<file path="src/rtl/rr3_pkg.sv">
// Shared encodings for the three-way round-robin arbiter.
// Latency: none (types, constants and pure helper functions).
// Backpressure: not applicable.
package rr3_pkg;

    // Arbiter FSM states; GNT_x encodings are requester index + 1.
    typedef enum logic [1:0] {
        ST_IDLE  = 2'd0,
        ST_GNT_A = 2'd1,
        ST_GNT_B = 2'd2,
        ST_GNT_C = 2'd3
    } state_t;

    // Requester indices, also the bit positions in request/grant vectors.
    localparam logic [1:0] IDX_A = 2'd0;
    localparam logic [1:0] IDX_B = 2'd1;
    localparam logic [1:0] IDX_C = 2'd2;

    // Access time in cycles loaded at reset.
    localparam int ACC_DEFAULT_C = 4;

    function automatic state_t idx_to_state(input logic [1:0] idx);
        case (idx)
            IDX_A:   return ST_GNT_A;
            IDX_B:   return ST_GNT_B;
            default: return ST_GNT_C;
        endcase
    endfunction

    function automatic logic [2:0] idx_to_gnt(input logic [1:0] idx);
        case (idx)
            IDX_A:   return 3'b001;
            IDX_B:   return 3'b010;
            default: return 3'b100;
        endcase
    endfunction

    // Only meaningful for GNT_x states; IDLE maps to IDX_A and callers ignore it.
    function automatic logic [1:0] state_to_idx(input state_t s);
        case (s)
            ST_GNT_B: return IDX_B;
            ST_GNT_C: return IDX_C;
            default:  return IDX_A;
        endcase
    endfunction

endpackage

</file>
<file path="src/rtl/rr3_next_owner.sv">
// Rotated-priority picker: first requester after last_owner (A->B->C->A), last_owner itself last.
// Latency: purely combinational.
// Backpressure: none; o_vld low when no request is present.
module rr3_next_owner
    import rr3_pkg::*;
(
    input  logic [2:0] i_req,
    input  logic [1:0] i_last_owner,
    output logic [1:0] o_next_owner,
    output logic       o_vld
);

    logic [1:0] w_order [3];

    // Build the search order for this last_owner, then take the first requester in it.
    always_comb begin
        w_order[0] = IDX_A;
        w_order[1] = IDX_B;
        w_order[2] = IDX_C;
        case (i_last_owner)
            IDX_A: begin
                w_order[0] = IDX_B;
                w_order[1] = IDX_C;
                w_order[2] = IDX_A;
            end
            IDX_B: begin
                w_order[0] = IDX_C;
                w_order[1] = IDX_A;
                w_order[2] = IDX_B;
            end
            default: ;
        endcase

        o_vld        = 1'b0;
        o_next_owner = IDX_A;
        // Scan lowest priority first so the highest-priority requester overwrites.
        for (int i = 2; i >= 0; i--) begin
            if (i_req[w_order[i]]) begin
                o_vld        = 1'b1;
                o_next_owner = w_order[i];
            end
        end
    end

endmodule

</file>
<file path="src/rtl/rr3_arbiter.sv">
// Three-way round-robin arbiter with programmable access time under contention.
// Latency: grant registered, 1 cycle from request in IDLE; no bubble between owners.
// Backpressure: contended grants are revoked after acc_active cycles with a one-cycle timeout pulse.
module rr3_arbiter
    import rr3_pkg::*;
#(
    parameter int CNT_W       = 4,
    parameter int ACC_DEFAULT = ACC_DEFAULT_C
) (
    input  logic             clk,
    input  logic             rst_n,
    input  logic             req_a,
    input  logic             req_b,
    input  logic             req_c,
    input  logic             acc_set,
    input  logic [CNT_W-1:0] acc_time,
    output logic             gnt_a,
    output logic             gnt_b,
    output logic             gnt_c,
    output logic             timeout
);

    localparam logic [CNT_W-1:0] ONE = CNT_W'(1);
    localparam logic [CNT_W-1:0] ACC_RST = CNT_W'(ACC_DEFAULT);

    state_t           r_state;
    logic [2:0]       r_gnt;
    logic             r_timeout;
    logic [CNT_W-1:0] r_cnt;
    logic [CNT_W-1:0] r_acc;
    logic [CNT_W-1:0] r_acc_active;
    logic [1:0]       r_last_owner;

    logic [2:0]       w_req;
    logic [1:0]       w_own;
    logic             w_own_req;
    logic [1:0]       w_search_from;
    logic [1:0]       w_pick;
    logic             w_pick_vld;
    logic [CNT_W-1:0] w_acc_set_val;
    logic [CNT_W-1:0] w_acc_nxt;

    assign w_req         = {req_c, req_b, req_a};
    assign w_own         = state_to_idx(r_state);
    assign w_own_req     = w_req[w_own];
    // While granted, search starts after the current owner so it is considered last.
    assign w_search_from = (r_state == ST_IDLE) ? r_last_owner : w_own;
    // Zero would mean an unbounded grant; clamp to one cycle.
    assign w_acc_set_val = (acc_time == '0) ? ONE : acc_time;
    // A grant starting this edge sees an acc_set arriving at the same edge.
    assign w_acc_nxt     = acc_set ? w_acc_set_val : r_acc;

    rr3_next_owner u_next_owner (
        .i_req        (w_req),
        .i_last_owner (w_search_from),
        .o_next_owner (w_pick),
        .o_vld        (w_pick_vld)
    );

    // Arbiter FSM with registered grants, timeout pulse, hold counter and access-time register.
    always_ff @(posedge clk) begin
        if (!rst_n) begin
            r_state      <= ST_IDLE;
            r_gnt        <= 3'b000;
            r_timeout    <= 1'b0;
            r_cnt        <= '0;
            r_acc        <= ACC_RST;
            r_acc_active <= ACC_RST;
            r_last_owner <= IDX_C;
        end else begin
            r_timeout <= 1'b0;
            if (acc_set) begin
                r_acc <= w_acc_set_val;
            end

            if (r_state == ST_IDLE) begin
                if (w_pick_vld) begin
                    r_state      <= idx_to_state(w_pick);
                    r_gnt        <= idx_to_gnt(w_pick);
                    r_cnt        <= '0;
                    r_acc_active <= w_acc_nxt;
                end
            end else if (!w_own_req) begin
                // Release wins over a coincident expiry, so no timeout here.
                r_last_owner <= w_own;
                r_cnt        <= '0;
                if (w_pick_vld) begin
                    r_state      <= idx_to_state(w_pick);
                    r_gnt        <= idx_to_gnt(w_pick);
                    r_acc_active <= w_acc_nxt;
                end else begin
                    r_state <= ST_IDLE;
                    r_gnt   <= 3'b000;
                end
            end else if (r_cnt == r_acc_active - ONE) begin
                // Access time used up: preempt if someone else waits, else hold saturated.
                if (w_pick_vld && (w_pick != w_own)) begin
                    r_state      <= idx_to_state(w_pick);
                    r_gnt        <= idx_to_gnt(w_pick);
                    r_cnt        <= '0;
                    r_acc_active <= w_acc_nxt;
                    r_timeout    <= 1'b1;
                    r_last_owner <= w_own;
                end
            end else begin
                r_cnt <= r_cnt + ONE;
            end
        end
    end

    assign gnt_a   = r_gnt[IDX_A];
    assign gnt_b   = r_gnt[IDX_B];
    assign gnt_c   = r_gnt[IDX_C];
    assign timeout = r_timeout;

endmodule

</file>
<file path="config.mk">
export PLATFORM = sky130hd
export DESIGN_NAME = rr3_arbiter
export DESIGN_NICKNAME = d
export VERILOG_FILES = /design/src/rtl/rr3_pkg.sv /design/src/rtl/rr3_next_owner.sv /design/src/rtl/rr3_arbiter.sv
export SDC_FILE = /design/constraint.sdc
export NUM_CORES = 1
export LEC_CHECK = 0
export BUFFER_PORTS_ARGS = -buffer_cell sky130_fd_sc_hd__buf_2
export CAP_MARGIN = 30
export CORE_ASPECT_RATIO = 1.25
export CORE_MARGIN = 2
export CORE_UTILIZATION = 39
export CTS_CLUSTER_SIZE = 28
export DETAILED_ROUTE_END_ITERATION = 6
export GPL_TIMING_DRIVEN = 0
export HOLD_SLACK_MARGIN = 0.12
export MAX_ROUTING_LAYER = met4
export PLACE_DENSITY_LB_ADDON = 0.12
export SYNTH_ARGS = -nofsm -noshare
export SYNTH_HDL_FRONTEND = slang
export SYNTH_SLANG_ARGS = --single-unit
</file>
<file path="constraint.sdc">
create_clock -name clk -period 2.9 [get_ports clk]
set_clock_uncertainty 0.15 [all_clocks]
set_input_delay 0 -clock clk [delete_from_list [all_inputs] [get_ports clk]]
set_output_delay 0 -clock clk [all_outputs]
set_load 0.005 [all_outputs]
</file>
==> results.toml <==
[final_layout]
register_area_sq_um = 400.4
diodes = 0
fin_nets = 196
fillCellCount = 323
fin_util = 0.4950
area_growth_pct = 20.17
multiInputGateArea_sq_um = 854.6
drive_gt1_frac = 0.1639

[sta]
hold_violations = 0
setup_viol = 0
period_needed_ns = 2.590
tns_ns = 0
max-slew-margin-rel = 0.4434
rsz0062_at_grt = "no"
worst_pin_slew_ns = 0.8278
final-max-slew-violation-count = 0
min_period_over_period = 0.8930
max_freq_ghz = 0.3861

[floorplan]
dieArea_sq_um = 3890
fp.dieH_microns = 69.23
die_x_microns = 56.19
rows = 23
num_io_pins = 14
start_util = 0.4119
core_sq_um = 3223

[place]
dp_hpwl_microns = 2354
io_buffers = 12
place_congestion = 0.9504

[cts]
cts_buffers = 3
clock_latency_ns = 0.26
tritoncts = "built"
post_cts_resized = 0
cts_hold_buffers = 9
cts.sinks = 20
clockBufferDepth = 2
post-cts-setup-buffers = 0
cts-htree-levels = 1
clkTransAtPathRegs_ns = 0.08
cts_root_buf = "clkbuf_8"

[global_routing]
grt_use_total = 0.1812
grt_pass1_wl_microns = 5623
grt_antenna_before_repair = 0
grt_max_degree = 13
grt_overflow = 0
grt_pass1_vias = 1253

[synth]
async_reset_ff_frac = 0
synth_flop_cell = "dfxtp_1"
ys_warn_count = 0
syn-num-nets = 170
ys_seq_elements = 20
synthMuxAreaShare = 0.06315
synth_compound_area_frac = 0.2988
synth_cells = 158
synth_edf_count = 0
syn_area_per_cell_sq_um = 8.402
synth_simple_gate_area_frac = 0.2196
syn_area_sq_um = 1328
yosysUniqueCellTypes = 56
synth_xor_xnor_area_share = 0.04336
ys_seq_area_frac = 0.3016
synth_top_family_by_area = "compound AO/OA/AOI/OAI gates"
synth-adder-area-share = 0.01885

[critical_path]
r2r_cells = 6
cp-end-kind = "register"
regToRegEndpoint = "r_acc_active[3]$_SDFFE_PN0P_"
cp.arrival_ns = 2.59
r2r-start = "r_state[0]$_SDFFE_PN0P_"
cp-endpoint = "r_acc_active[3]$_SDFFE_PN0P_"
slowest_delay_ns = 0.72
cp.buffers_inverters = 3
cp.depth = 6
startpoint = "r_state[0]$_SDFFE_PN0P_"
r2r_slack_ns = 0.31
critPathRequiredTime_ns = 2.90
crit_chain = "buf_2 -> inv_1 -> o31ai_1 -> inv_1 -> a21boi_4 -> mux2_1"
criticalPathCategory = "register to register"
cpMaxStageDelayCell = "o31ai_1"
path_delay_family = "compound AO/OA/AOI/OAI gates"
worstPathMaxFanout = 10
critPathLaunchType = "register"
cpMostUsedCell = "inv_1"

[drt]
routed_wl_microns = 3154
drc_errors = 0
wl_per_cell_microns = 14.34
via_per_inst = 5.777
dr.pass1.iters = 4
route.vias.total = 1271
drtIter0Drc = 64
antenna_left = 0

[power_and_ir_drop]
p_leak_nw = 0.6476
total_power_mw = 1.323
power.density_cell_area_nw_per_um2 = 829.4
irDropWorstVdd_uv = 484.3

[status]
status = "completed"

[worst_hold_path]
hold_class = "input pin to register"
min-delay-start = "req_c"

[run]
max_cap_violations = 0
sequential cells by signal (all words and copies together), names as in the netlist:
register,cells
r_cnt,4
r_gnt,3
r_acc,4
timeout,1
r_state,2
r_acc_active,4
r_last_owner,2
power breakdown:
| group | switching (mW) | internal [mW] |
|---|---|---|
| logic | 0.369 | 0.286 |
| clock network | 0.0936 | 0.184 |
| registers | 0.0540 | 0.337 |
| total | 0.516 | 0.807 |
synth_stat cells, types with 3 or more instances:
master / n / area, sq um
dfxtp_1: 20 / 400.4
nand2_1: 14 / 52.55
inv_1: 12 / 45.04
nor2_1: 12 / 45.04
a21oi_1: 10 / 50.05
o21ai_0: 6 / 30.03
mux2i_1: 5 / 50.05
nand2b_1: 4 / 25.02
nand3_1: 4 / 20.02
nor2b_1: 4 / 25.02
nor3_1: 4 / 20.02
and2_1: 3 / 18.77
clkbuf_1: 3 / 11.26
mux2_1: 3 / 33.78
o2111ai_1: 3 / 26.28
worst reg2reg max path, stage by stage, from the launching register on:
cell      delay [ns]
dfxtp_1         0.42
buf_2           0.24
inv_1           0.13
o31ai_1         0.72
inv_1           0.22
a21boi_4        0.26
mux2_1          0.34
cells by family after synthesis:
| logic type | Yosys count |
|---|---|
| adders and majority gates | 2 |
| AOI/OAI and AO/OA | 50 |
| xor gates and xnor gates | 5 |
| and+or+nand+nor | 56 |
| buffers and inverters | 17 |
| muxes | 8 |
| DFF | 20 |
area by class of cell:
class / count / share of cell area
Clock inverter: 1 / 0.01882
Buffer: 5 / 0.01725
Clock buffer: 3 / 0.02588
Multi-Input combinational cell: 121 / 0.5357
Tap cell: 37 / 0.02902
Inverter: 12 / 0.02824
Timing Repair Buffer: 21 / 0.09412
Sequential cell: 20 / 0.2510
stage by stage:
| step | worst slack (ns) | area [sq um] | std cells | hold slack (ns) |
|---|---|---|---|---|
| 3_5_place_dp | 0.3724 | 1434 | 207 | 0.1005 |
| 6_report | 0.3103 | 1595 | 220 | 0.2057 |
| 3_3_place_gp | 0.3891 | 1434 | 207 | 0.09458 |
| 4_1_cts | 0.3477 | 1595 | 220 | 0.2110 |
| 5_1_grt | 0.09997 | 1595 | 220 | 0.2526 |
| 2_1_floorplan | 0.5777 | 1328 | 158 | -0.07445 |
metal layers:
metal	share of wire	wire length, microns	vias up	GRT usage
li1	-	-	630	-
met1	0.45	1406	604	0.2127
met2	0.50	1573	31	0.3020
met3	0.035	109	6	0.02612
met4	0.021	65	0	0.08466
met5	0	0	-	-
worst min-delay path by stage:
stage               cells past startpoint  slack [ns]                    end
global route                            5        0.25  r_gnt[2]$_SDFFE_PN0P_
detailed placement                      2        0.10    r_acc[2]$_SDFF_PN1_
global placement                        2        0.09    r_acc[2]$_SDFF_PN1_
finish                                  5        0.21  r_gnt[0]$_SDFFE_PN0P_
CTS                                     5        0.21  r_gnt[2]$_SDFFE_PN0P_
floorplan                               1       -0.07    r_acc[2]$_SDFF_PN1_
cells in the final DEF, fill, tap and decap left out, types with 4 or more instances in the layout:
cell,instances
dfxtp_1,20
nor3_1,4
mux2i_1,5
nor2b_1,4
nand2_1,14
nand2b_1,4
a21oi_1,10
dlygate4sd3_1,9
o21ai_0,6
nor2_1,12
inv_1,12
buf_2,13
nand3_1,4
Note: power is estimated with default switching activity, not from simulation.
